### config.mk
export PLATFORM = sky130hd
export DESIGN_NAME = ps2_scan_ctrl
export DESIGN_NICKNAME = d
export VERILOG_FILES = /design/src/rtl/ps2_pkg.sv /design/src/rtl/ps2_evt_fifo.sv /design/src/rtl/ps2_scan_ctrl.sv
export SDC_FILE = /design/constraint.sdc
export NUM_CORES = 1
export LEC_CHECK = 0
export BUFFER_PORTS_ARGS = -buffer_cell sky130_fd_sc_hd__buf_2
export CORE_AREA = 2 2 77 134
export CTS_CLUSTER_SIZE = 20
export DETAILED_ROUTE_END_ITERATION = 10
export DIE_AREA = 0 0 79 136
export PLACE_DENSITY = 0.55
export SETUP_SLACK_MARGIN = 0.5
export SYNTH_ARGS = -nofsm -noshare
export SYNTH_HDL_FRONTEND = slang
export SYNTH_SLANG_ARGS = --single-unit
### constraint.sdc
create_clock -name CLKOUT -period 3.8 [get_ports CLKOUT]
set_input_delay 0.76 -clock CLKOUT [delete_from_list [all_inputs] [get_ports CLKOUT]]
set_output_delay 0.76 -clock CLKOUT [all_outputs]
set_load 0.02 [all_outputs]
### src/rtl/ps2_pkg.sv
// Shared constants, state encoding and event word layout for the PS/2 scan-code sequencer.
package ps2_pkg;

   localparam logic [7:0] PS2_EXT   = 8'hE0;
   localparam logic [7:0] PS2_BRK   = 8'hF0;
   localparam logic [7:0] PS2_KERR0 = 8'h00;
   localparam logic [7:0] PS2_KERR1 = 8'hFF;

   localparam int EVT_W = 10;

   typedef enum logic [1:0] {
      ST_IDLE    = 2'd0,
      ST_EXT     = 2'd1,
      ST_BRK     = 2'd2,
      ST_EXT_BRK = 2'd3
   } ps2_state_t;

   // Event word: {ext, brk, code[7:0]}
   typedef struct packed {
      logic       ext;
      logic       brk;
      logic [7:0] code;
   } ps2_evt_t;

   // Keyboard error/overrun bytes
   function automatic logic is_kerr(input logic [7:0] b);
      return (b == PS2_KERR0) || (b == PS2_KERR1);
   endfunction

endpackage

### src/rtl/ps2_evt_fifo.sv
// Show-ahead synchronous FIFO holding decoded key events.
module ps2_evt_fifo #(
   parameter int WIDTH = 10,
   parameter int DEPTH = 4
) (
   input  logic             CLKOUT,
   input  logic             rst_n,
   input  logic             push,
   input  logic [WIDTH-1:0] wr_data,
   input  logic             pop,
   output logic [WIDTH-1:0] rd_data,
   output logic             full,
   output logic             empty
);

   localparam int AW = (DEPTH > 1) ? $clog2(DEPTH) : 1;
   localparam int CW = $clog2(DEPTH) + 1;

   logic [WIDTH-1:0] mem [DEPTH];
   logic [AW-1:0]    wptr;
   logic [AW-1:0]    rptr;
   logic [CW-1:0]    count;
   logic             wr_en;
   logic             rd_en;

   // A full FIFO still accepts a write when the head leaves in the same cycle
   assign wr_en   = push && (!full || pop);
   assign rd_en   = pop && !empty;
   assign full    = (count == CW'(DEPTH));
   assign empty   = (count == '0);
   assign rd_data = mem[rptr];

   // Storage write; cleared on reset so the head reads zero while empty
   always_ff @(posedge CLKOUT or negedge rst_n) begin
      if (!rst_n) begin
         for (int i = 0; i < DEPTH; i++) mem[i] <= '0;
      end else if (wr_en) begin
         mem[wptr] <= wr_data;
      end
   end

   // Pointers wrap naturally since DEPTH is a power of two; count tracks occupancy
   always_ff @(posedge CLKOUT or negedge rst_n) begin
      if (!rst_n) begin
         wptr  <= '0;
         rptr  <= '0;
         count <= '0;
      end else begin
         if (wr_en) wptr <= wptr + 1'b1;
         if (rd_en) rptr <= rptr + 1'b1;
         case ({wr_en, rd_en})
            2'b10:   count <= count + 1'b1;
            2'b01:   count <= count - 1'b1;
            default: count <= count;
         endcase
      end
   end

endmodule

### src/rtl/ps2_scan_ctrl.sv
// Collapses E0/F0 prefix sequences into single key events, supervises the
// receiver with an inter-byte timeout, and queues events for the consumer.
module ps2_scan_ctrl
   import ps2_pkg::*;
#(
   parameter int FIFO_DEPTH  = 4,
   parameter int TIMEOUT_CYC = 50000,
   parameter int TO_W        = 16
) (
   input  logic       CLKOUT,
   input  logic       rst_n,
   input  logic [7:0] rx_data,
   input  logic       rx_valid,
   input  logic       rx_err,
   input  logic       ev_ready,
   output logic       ev_valid,
   output logic [7:0] ev_code,
   output logic       ev_ext,
   output logic       ev_break,
   output logic       ovf,
   output logic       seq_err,
   input  logic       clr_flags,
   output logic       busy
);

   localparam logic [TO_W-1:0] TO_LAST = TO_W'(TIMEOUT_CYC - 1);

   ps2_state_t      state, state_next;
   logic [TO_W-1:0] to_cnt;
   logic            push;
   ps2_evt_t        push_evt;
   ps2_evt_t        head_evt;
   logic            err_set;
   logic            ovf_set;
   logic            pop;
   logic            full;
   logic            empty;

   assign pop      = !empty && ev_ready;
   assign ev_valid = !empty;
   assign ev_code  = head_evt.code;
   assign ev_ext   = head_evt.ext;
   assign ev_break = head_evt.brk;
   assign busy     = (state != ST_IDLE);
   // Only a push that finds no room (and no departing head) is lost
   assign ovf_set  = push && full && !pop;

   // State register
   always_ff @(posedge CLKOUT or negedge rst_n) begin
      if (!rst_n) state <= ST_IDLE;
      else        state <= state_next;
   end

   // Next state, event push and error detection; rx_err overrides any byte
   always_comb begin
      state_next = state;
      push       = 1'b0;
      push_evt   = '0;
      err_set    = 1'b0;
      if (rx_err) begin
         state_next = ST_IDLE;
         err_set    = 1'b1;
      end else if (rx_valid) begin
         push_evt.code = rx_data;
         if (is_kerr(rx_data)) begin
            state_next = ST_IDLE;
            err_set    = 1'b1;
         end else begin
            case (state)
               ST_IDLE: begin
                  if (rx_data == PS2_EXT)      state_next = ST_EXT;
                  else if (rx_data == PS2_BRK) state_next = ST_BRK;
                  else                         push = 1'b1;
               end
               ST_EXT: begin
                  if (rx_data == PS2_BRK)      state_next = ST_EXT_BRK;
                  else if (rx_data == PS2_EXT) state_next = ST_EXT;
                  else begin
                     push         = 1'b1;
                     push_evt.ext = 1'b1;
                     state_next   = ST_IDLE;
                  end
               end
               ST_BRK, ST_EXT_BRK: begin
                  state_next = ST_IDLE;
                  if (rx_data == PS2_EXT || rx_data == PS2_BRK) begin
                     err_set = 1'b1;
                  end else begin
                     push         = 1'b1;
                     push_evt.ext = (state == ST_EXT_BRK);
                     push_evt.brk = 1'b1;
                  end
               end
               default: state_next = ST_IDLE;
            endcase
         end
      end else if (state != ST_IDLE && to_cnt == TO_LAST) begin
         state_next = ST_IDLE;
         err_set    = 1'b1;
      end
   end

   // Inter-byte timer: held at zero in IDLE, restarted by every byte
   always_ff @(posedge CLKOUT or negedge rst_n) begin
      if (!rst_n)                          to_cnt <= '0;
      else if (rx_valid || state == ST_IDLE) to_cnt <= '0;
      else                                 to_cnt <= to_cnt + 1'b1;
   end

   // Sticky flags; a set in the same cycle as clr_flags takes priority
   always_ff @(posedge CLKOUT or negedge rst_n) begin
      if (!rst_n) begin
         ovf     <= 1'b0;
         seq_err <= 1'b0;
      end else begin
         ovf     <= ovf_set | (ovf & ~clr_flags);
         seq_err <= err_set | (seq_err & ~clr_flags);
      end
   end

   ps2_evt_fifo #(
      .WIDTH (EVT_W),
      .DEPTH (FIFO_DEPTH)
   ) u_fifo (
      .CLKOUT  (CLKOUT),
      .rst_n   (rst_n),
      .push    (push),
      .wr_data (push_evt),
      .pop     (pop),
      .rd_data (head_evt),
      .full    (full),
      .empty   (empty)
   );

endmodule

==> results.sh, run 1 <==
export IMPL_antenna_cells=0
export IMPL_route_met3_wl_um=226
export IMPL_fillerInstances=957
export IMPL_grt_max_degree=28
export IMPL_synth_distinct_cells=43
export IMPL_track_usage_pct=14.0
export IMPL_setup_tns_ps=0
export IMPL_p_leak_nw=1.81
export IMPL_hold_path_class="in -> async"
export IMPL_crit_start="rx_data[0]"
export IMPL_final_antenna_net_count=0
export IMPL_wl_um=6870
export IMPL_clk_path_buf_depth=2
export IMPL_status="finished, final reports clean"
export IMPL_row_count=48
export IMPL_synth_edf_count=0
export IMPL_vias=2098
export IMPL_gp_congestion=0.751
export IMPL_finalClockSkew_ps=12.3
export IMPL_hold_buffers=0
export IMPL_critPathMaxFanout=7
export IMPL_vdd_drop_max_mv=0.375
export IMPL_wl_met2_um=3630
export IMPL_highest_layer="met4"
export IMPL_arrival_ps=3070
export IMPL_numPortBuffers=27
export IMPL_synth_top_area_share_pct=50.6
export IMPL_async_reset_ff_share_pct=100
export IMPL_area_delta_synth_final_pct=18.2
export IMPL_nets=306
export IMPL_core_area_sq_um=9730
export IMPL_fin_crit_ps=2820
export IMPL_rsz0062_at_grt="false"
export IMPL_cts_sinks=67
export IMPL_cp_data_required_time_ps=4060
export IMPL_crit_path_end_kind="flop"
export IMPL_slew_violations=0
export IMPL_mostFrequentLayoutCell="dfrtp_1"
export IMPL_io_pins=28
export IMPL_hpwl_um=4990
export IMPL_antenna_found_initial=0
export IMPL_grt_pass1_wl_um=11300
export IMPL_rr_startpoint="u_fifo.count[0]"
export IMPL_power_density_nw_per_um2=683
export IMPL_drt_iter0_drc=79
export IMPL_maxClockFrequency_ghz=0.355
export IMPL_hold_violations=0
export IMPL_wl_met1_um=2870
export IMPL_clk_latency_ps=340
export IMPL_setup_viol=0
export IMPL_clkTransAtPathRegs_ps=50
export IMPL_synthesis_nets=274
export IMPL_die_h_um=136
export IMPL_min_period_over_period_pct=74.2
export IMPL_wire_per_inst_um=16.6
export IMPL_syn_inst=253
export IMPL_reg2reg_slack_ps=1140
export IMPL_drtPass1Iterations=4
export IMPL_synth_area_per_cell_sq_um=13.1
export IMPL_netlist_area_sq_um=3320
export IMPL_r2r_cells=8
export IMPL_drc=0
export IMPL_ys_seq_area_share_pct=50.6
export IMPL_ys_ff_latch=67
export IMPL_synth_warnings=0
export IMPL_cts_buffers=9
export IMPL_cts_tree="built"
export IMPL_yosysTopAreaCell="dfrtp_1"
export IMPL_initial_core_util_pct=34.1
export IMPL_root_buffer="clkbuf_16"
export IMPL_tightest_slew_ps=984
export IMPL_synth_top_flop_cell="dfrtp_1"
export IMPL_synth_area_leaders="dfrtp_1, mux2_2, mux4_2, o2111ai_4, xnor2_1"
export IMPL_pre_cts_ws_ps=614
export IMPL_start_kind="input port"
export IMPL_grt_pass1_vias=2220
export IMPL_cts_setup_buffers=0
export IMPL_r2r_end="u_fifo.count[2]"
export IMPL_layout_common_cells="dfrtp_1, mux2_2, buf_2"
export IMPL_setup_slack_ps=982
export IMPL_die_area_sq_um=10700
export IMPL_cts_resized=0
export IMPL_vias_per_cell=5.06
export IMPL_slew_headroom_pct=33.8
export IMPL_overflow=0
export IMPL_htree_levels=3
export IMPL_drive_above_1_share_pct=38.3
export IMPL_crit_type="in -> reg"
export IMPL_die_w_um=79
export IMPL_drv_cap=0
-- flip-flops by register name (all words and copies together) (netlist names) --
name / count
seq_err: 1
ovf: 1
u_fifo.rptr: 2
u_fifo.wptr: 2
to_cnt: 16
u_fifo.mem: 40
u_fifo.count: 3
state: 2
-- cell families after synthesis --
| group | after synthesis | synth area share [%] |
|---|---|---|
| DFF | 67 | 50.6 |
| and+or+nand+nor | 69 | 11.7 |
| AOI/OAI and AO/OA | 27 | 8.19 |
| xor gates and xnor gates | 14 | 3.70 |
| adders and majority gates | 7 | 2.87 |
| buffers and inverters | 17 | 2.00 |
| muxes | 52 | 21.0 |
-- where the power goes --
group	total [W]	internal, W	switching, W
Sequential	0.00109	0.000918	0.000174
Combinational	0.000684	0.000384	0.000300
Clock	0.000898	0.000578	0.000319
-- layout make-up --
cell class / count / area [sq um] / share of cell area, %
clock inverter: 7 / 98.8 / 2.52
inverter: 8 / 30.0 / 0.767
clock buffer: 9 / 225 / 5.75
timing repair buffer: 30 / 158 / 4.02
multi-input combinational: 169 / 1570 / 40.1
tap: 125 / 156 / 3.99
sequential: 67 / 1680 / 42.8
-- stage by stage --
stage,hold slack [ps],instance area (sq um),utilization [%],total power [W],cells
final,447,3920,40.3,0.00267,415
after global routing,487,3920,40.3,0.00283,415
after CTS,468,3920,40.3,0.00272,415
after detailed placement,466,3590,36.9,0.00181,399
after global placement,456,3590,36.9,0.00178,399
after floorplan,433,3320,-,0.00160,253
-- synthesized netlist by cell type (2+ instances only) --
cell / count
mux4_2: 10
o21ai_0: 2
nor4_1: 6
nor3_1: 2
nor2_1: 14
nor2b_1: 2
and2_1: 9
a31oi_1: 3
clkbuf_1: 6
or3_1: 3
xnor2_1: 9
buf_2: 2
a31o_2: 2
ha_1: 6
dfrtp_1: 67
or2_2: 2
xor2_1: 5
a21oi_1: 6
o2111ai_4: 4
nor4b_1: 2
a21o_1: 2
nand3_1: 5
nand2_1: 13
and3_1: 3
inv_1: 8
a41o_1: 3
mux2_2: 41
-- layer usage --
metal  vias to the layer above  GRT usage, %
met1                      1047          16.4
li1                        995             -
met3                        14          3.32
met2                        42          24.5
met5                         -             0
met4                         0          5.56
-- how the worst max path moves through the flow --
stage | depth (start not counted) | slack, ps | endpoint
after floorplan | 9 | 960 | u_fifo.count[2]
final | 10 | 980 | u_fifo.count[2]
after global routing | 10 | 740 | u_fifo.count[2]
after global placement | 10 | 670 | u_fifo.count[2]
after detailed placement | 10 | 610 | u_fifo.count[2]
after CTS | 10 | 960 | u_fifo.count[2]
-- worst max-delay path: stages --
cell	delay [ps]
buf_2	130
nor4_4	470
a31oi_2	210
o211ai_1	410
ha_1	260
inv_1	60
fa_1	370
xor2_1	150
nor2_1	110
xor2_1	150
Note: power is estimated with default switching activity, not from simulation.
==> run 2: changes to the inputs <==
- ABC_AREA: default -> 1
- CORE_AREA: 2 2 77 134 -> 2 2 80 140
- DIE_AREA: 0 0 79 136 -> 0 0 82 142
- PLACE_DENSITY: 0.55 -> 0.56
- clock period: 3.8 -> 2.3 ns (I/O delays scaled with it)
==> run 2 against run 1 <==
Compared with the run above: sequential share of layout area down 6.2 points; synthesized cell count up 82%; sequential power up 61%; critical path depth down 5; hold slack worse by 300 ps; via count up 60%; non-clock buffer count up 24; total power up 110%; combinational power rose to 3.6 times the previous value; wire length up 52%; register-to-register slack worse by 660 ps; die area up 8.4%; critical path type is now reg -> out; highest routed layer unchanged.
==> results.sh, run 2 <==
export IMPL_ys_seq_area_share_pct=46.3
export IMPL_top_register="u_fifo.mem"
export IMPL_numPortBuffers=27
export IMPL_initial_core_util_pct=34.5
export IMPL_synth_area_leaders="dfrtp_1, nand2_1, nand4_1, nor2_1, o21ai_0"
export IMPL_finalClockSkew_ps=7.27
export IMPL_fin_crit_ps=1930
export IMPL_cts_sinks=67
export IMPL_root_buffer="clkbuf_16"
export IMPL_clk_latency_ps=330
export IMPL_ys_ff_latch=67
export IMPL_mostFrequentLayoutCell="nand2_1"
export IMPL_crit_type="reg -> out"
export IMPL_die_w_um=82
export IMPL_grt_pass1_vias=3336
export IMPL_drtPass1Iterations=4
export IMPL_nets=524
export IMPL_crit_path_cell_trace="clkinv_4, clkbuf_16, o21ai_2, o22ai_1, buf_4"
export IMPL_reg_top3="u_fifo.mem: 40 flops, to_cnt: 16 flops, u_fifo.count: 3 flops"
export IMPL_setup_viol=0
export IMPL_die_h_um=142
export IMPL_vias_per_cell=5.27
export IMPL_max_stage_delay_ps=470
export IMPL_start_kind="flop"
export IMPL_htree_levels=3
export IMPL_netlist_area_sq_um=3620
export IMPL_fin_worst_hold_slack_ps=145
export IMPL_vdd_drop_max_mv=0.490
export IMPL_crit_start="u_fifo.rptr[0]"
export IMPL_core_area_sq_um=10500
export IMPL_maxClockFrequency_ghz=0.517
export IMPL_final_antenna_net_count=0
export IMPL_synth_warnings=0
export IMPL_instances_no_fill=638
export IMPL_drc=0
export IMPL_grt_pass1_wl_um=16600
export IMPL_largest_register_ffs=40
export IMPL_crit_path_end_kind="output pin"
export IMPL_min_period_over_period_pct=84.0
export IMPL_antenna_found_initial=0
export IMPL_yosysMostFrequentCell="nand2_1"
export IMPL_synth_top_flop_cell="dfrtp_1"
export IMPL_layout_common_cells="nand2_1, dfrtp_1, nor2_1"
export IMPL_cts_buffers=9
export IMPL_grt_max_degree=44
export IMPL_rsz0062_at_grt="true"
export IMPL_critPathMaxFanout=5
export IMPL_clk_path_buf_depth=2
export IMPL_power_density_nw_per_um2=1210
export IMPL_hold_violations=0
export IMPL_drt_iter0_drc=190
export IMPL_drive_above_1_share_pct=24.0
export IMPL_hpwl_um=7010
export IMPL_slew_headroom_pct=57.3
export IMPL_async_reset_ff_share_pct=100
export IMPL_gp_congestion=0.875
export IMPL_yosysTopAreaCell="dfrtp_1"
export IMPL_hold_path_class="in -> async"
export IMPL_area_delta_synth_final_pct=26.8
export IMPL_synth_area_per_cell_sq_um=7.88
export IMPL_rr_startpoint="u_fifo.count[1]"
export IMPL_status="finished, final reports clean"
export IMPL_wl_um=10400
export IMPL_vias=3360
export IMPL_p_leak_nw=2.15
export IMPL_cts_tree="built"
export IMPL_synth_edf_count=0
export IMPL_antenna_cells=0
export IMPL_multiInputGateArea_sq_um=1860
export IMPL_wire_per_inst_um=16.4
export IMPL_tightest_slew_ps=641
export IMPL_syn_inst=460
export IMPL_synth_top_area_share_pct=46.3
export IMPL_die_area_sq_um=11600
export IMPL_synth_common_cells="nand2_1, dfrtp_1, nor2_1, nand4_1, inv_1"
export IMPL_io_pins=28
export IMPL_drv_cap=0
export IMPL_arrival_ps=1470
export IMPL_overflow=0
export IMPL_cp_slowest_cell="dfrtp_2"
export IMPL_cp_data_required_time_ps=1840
export IMPL_ff_latch_area_sq_um=1680
export IMPL_slew_violations=0
export IMPL_synth_distinct_cells=30
export IMPL_synthesis_nets=481
export IMPL_row_count=50
export IMPL_track_usage_pct=18.7
export IMPL_placed_cells=612
export IMPL_clkTransAtPathRegs_ps=60
export IMPL_setup_tns_ps=0
export IMPL_p_total_w=0.00559
export IMPL_fillerInstances=1076
[run 2: worst max-delay path, delay by kind of cell (launching register included)]
family,cells,cell delay [ps]
AOI/OAI and AO/OA,2,190
DFF,1,470
buffers and inverters,3,470
[run 2: kinds of logic after synthesis]
kind of cell               Yosys count  synth area share, %
and+or+nand+nor                    276                 34.5
DFF                                 67                 46.3
adders and majority gates            7                 2.62
xor gates and xnor gates             9                 2.17
AOI/OAI and AO/OA                   48                 7.08
buffers and inverters               53                 7.39
[run 2: area by class of cell]
| type | instances | area share [%] |
|---|---|---|
| clock buffers | 10 | 5.20 |
| flip-flops and latches | 67 | 36.6 |
| well taps | 130 | 3.54 |
| repair buffers | 54 | 10.1 |
| multi-input cells | 340 | 40.4 |
| clock inverters | 6 | 1.39 |
| inverters | 31 | 2.83 |
[run 2: stage by stage]
stage | utilization (%) | instance area [sq um] | worst slack (ps)
6_report | 43.7 | 4600 | 367
5_1_grt | 43.7 | 4600 | 291
4_1_cts | 41.2 | 4330 | 311
3_5_place_dp | 37.3 | 3920 | 71.4
3_3_place_gp | 37.3 | 3920 | 63.6
2_1_floorplan | - | 3650 | 277
[run 2: final timing paths]
path | end | slack [ps] | cells past startpoint
setup / recovery | ev_code[3] | 370 | 5
hold / removal | u_fifo.mem[0] | 140 | 1
setup reg to reg | u_fifo.count[2] | 480 | 9
hold reg to reg | to_cnt[0] | 470 | 1
max in group asynchronous | u_fifo.rptr[0] | 1420 | 2
min in group CLKOUT | seq_err | 330 | 2
[run 2: per-layer routing]
metal	GRT usage [%]	vias to the layer above	wire length, um
met1	22.3	1642	4070
met4	9.04	0	397
met3	3.74	27	371
met2	31.5	77	5600
met5	0	-	0
li1	-	1614	-
[run 2: what timing repair did]
action,in CTS,in global routing
gates resized for setup,28,50
setup buffers,4,3
hold buffers,0,0
pin swaps,3,18
cloned,0,3
endpoints found under the setup margin,12,13
[run 2: report_power, final]
part	total, W	internal (W)	switching [W]
registers	0.00175	0.00150	0.000250
clock network	0.00140	0.000868	0.000533
logic	0.00243	0.00106	0.00137
total	0.00559	0.00343	0.00216
==> run 3: changes to the inputs <==
- PLACE_DENSITY: 0.56 -> 0.55
- clock period: 2.3 -> 2 ns (I/O delays scaled with it)
==> run 3 against run 2 <==
Compared with the run above: core utilization is 4.6 points higher; cell count is 4.4% higher; hold slack worse by 73 ps; flip-flop and latch count stayed put; combinational power is 30% higher; final area is 10% higher; critical path depth is 1 lower; worst setup slack worse by 200 ps; largest cell class unchanged.
==> results.sh, run 3 (synthesis results as in run 2) <==
export IMPL_status="finished, final reports clean"
export IMPL_nets=552
export IMPL_maxClockFrequency_ghz=0.546
export IMPL_drt_iter0_drc=309
export IMPL_cts_tree="built"
export IMPL_wire_per_inst_um=17.4
export IMPL_start_kind="flop"
export IMPL_grt_max_degree=68
export IMPL_grt_pass1_wl_um=17800
export IMPL_critPathMaxFanout=6
export IMPL_p_comb_share_pct=46.1
export IMPL_tightest_slew_ps=392
export IMPL_setup_slack_ps=167
export IMPL_reg2reg_slack_ps=240
export IMPL_rr_startpoint="u_fifo.count[0]"
export IMPL_clk_path_buf_depth=2
export IMPL_fin_crit_ps=1830
export IMPL_postPlaceCellArea_sq_um=4090
export IMPL_power_internal_w=0.00411
export IMPL_pre_cts_ws_ps=-117
export IMPL_gp_congestion=0.891
export IMPL_r2r_end="u_fifo.count[2]"
export IMPL_row_count=50
export IMPL_min_period_over_period_pct=91.7
export IMPL_hold_path_class="in -> async"
export IMPL_hpwl_um=7030
export IMPL_drive_above_1_share_pct=31.5
export IMPL_swShare_pct=39.9
export IMPL_layout_common_cells="nand2_1, dfrtp_1, nor2_1"
export IMPL_largest_register_ffs=40
export IMPL_io_pins=28
export IMPL_wl_um=11600
export IMPL_die_w_um=82
export IMPL_mostFrequentLayoutCell="nand2_1"
export IMPL_final_cell_area_sq_um=5080
export IMPL_vdd_drop_max_mv=0.698
export IMPL_crit_type="reg -> out"
export IMPL_drtPass1Iterations=4
export IMPL_p_leak_nw=2.38
export IMPL_vias=3520
export IMPL_drc=0
export IMPL_fillerInstances=1024
export IMPL_vias_per_cell=5.29
export IMPL_initial_core_util_pct=34.5
export IMPL_rsz0062_at_grt="true"
export IMPL_hold_violations=0
export IMPL_p_sw_w=0.00272
export IMPL_antenna_cells=0
export IMPL_finalClockSkew_ps=8.79
export IMPL_core_area_sq_um=10500
export IMPL_die_h_um=142
export IMPL_setup_viol=0
export IMPL_r2r_cells=9
export IMPL_slew_headroom_pct=73.9
export IMPL_area_delta_synth_final_pct=40.1
export IMPL_arrival_ps=1430
export IMPL_power_density_nw_per_um2=1340
export IMPL_slew_violations=0
export IMPL_cp_data_required_time_ps=1600
export IMPL_clockPowerShare_pct=24.3
export IMPL_final_antenna_net_count=0
export IMPL_crit_path_end_kind="output pin"
export IMPL_root_buffer="clkbuf_16"
export IMPL_track_usage_pct=20.3
export IMPL_hold_buffers=0
export IMPL_pwr_share_seq_pct=29.6
export IMPL_clkTransAtPathRegs_ps=70
export IMPL_overflow=0
export IMPL_die_area_sq_um=11600
export IMPL_cts_sinks=67
export IMPL_reg_top3="u_fifo.mem: 40 flops, to_cnt: 16 flops, u_fifo.count: 3 flops"
export IMPL_top_register="u_fifo.mem"
export IMPL_clk_latency_ps=340
export IMPL_htree_levels=3
export IMPL_antenna_found_initial=0
export IMPL_cts_buffers=9
export IMPL_crit_start="u_fifo.rptr[1]"
export IMPL_numPortBuffers=27
export IMPL_grt_pass1_vias=3472
export IMPL_drv_cap=0
[run 3: what timing repair did]
action	in CTS	in global routing
endpoints found under the setup margin	56	64
gates resized for setup	67	50
pin swaps	7	19
hold endpoints to repair	0	0
buffers inserted	12	8
gates cloned	2	6
[run 3: per-layer routing]
layer | global-route usage (%) | vias to the layer above | wire, um
met5 | 0 | - | 0
met4 | 10.0 | 0 | 450
met3 | 3.74 | 31 | 405
met2 | 35.5 | 99 | 6400
met1 | 23.0 | 1713 | 4340
li1 | - | 1677 | -
[run 3: critical path, stage by stage, from the launching register on]
cell and delay (ps):
dfrtp_2 450, clkinvlp_4 290, o21ai_2 140, o22ai_2 80, buf_6 140
[run 3: layout make-up]
class	instances	area, sq um	share of cell area [%]
tap	130	163	3.20
clock buffer	9	225	4.43
multi-input combinational	341	2000	39.3
timing repair buffer	80	793	15.6
sequential	67	1680	33.1
timing repair inverter	1	7.51	0.148
inverter	31	128	2.51
clock inverter	7	82.6	1.63
[run 3: worst max-delay path by stage]
stage,endpoint,slack (ps)
finish,ev_break,170
global route,ev_code[5],140
CTS,ev_break,160
detailed placement,u_fifo.count[2],-120
global placement,u_fifo.count[2],-50
floorplan,u_fifo.count[1],50
[run 3: power by group through the flow]
stage               logic [W]  registers [W]  clock network, W
finish                0.00315        0.00202           0.00166
detailed placement    0.00220        0.00195                 0
global route          0.00337        0.00206           0.00174
CTS                   0.00273        0.00198           0.00168
global placement      0.00215        0.00194                 0
floorplan             0.00155        0.00191                 0
[run 3: through the flow]
| stage | power [W] | util [%] | std cells | hold WS, ps | setup TNS [ps] |
|---|---|---|---|---|---|
| floorplan | 0.00346 | - | 460 | 104 | 0 |
| global placement | 0.00409 | 38.9 | 622 | 444 | -52.0 |
| detailed placement | 0.00415 | 38.9 | 622 | 451 | -119 |
| CTS | 0.00639 | 45.1 | 652 | 91.4 | 0 |
| global route | 0.00717 | 48.3 | 666 | 98.5 | 0 |
| finish | 0.00683 | 48.3 | 666 | 72.2 | 0 |
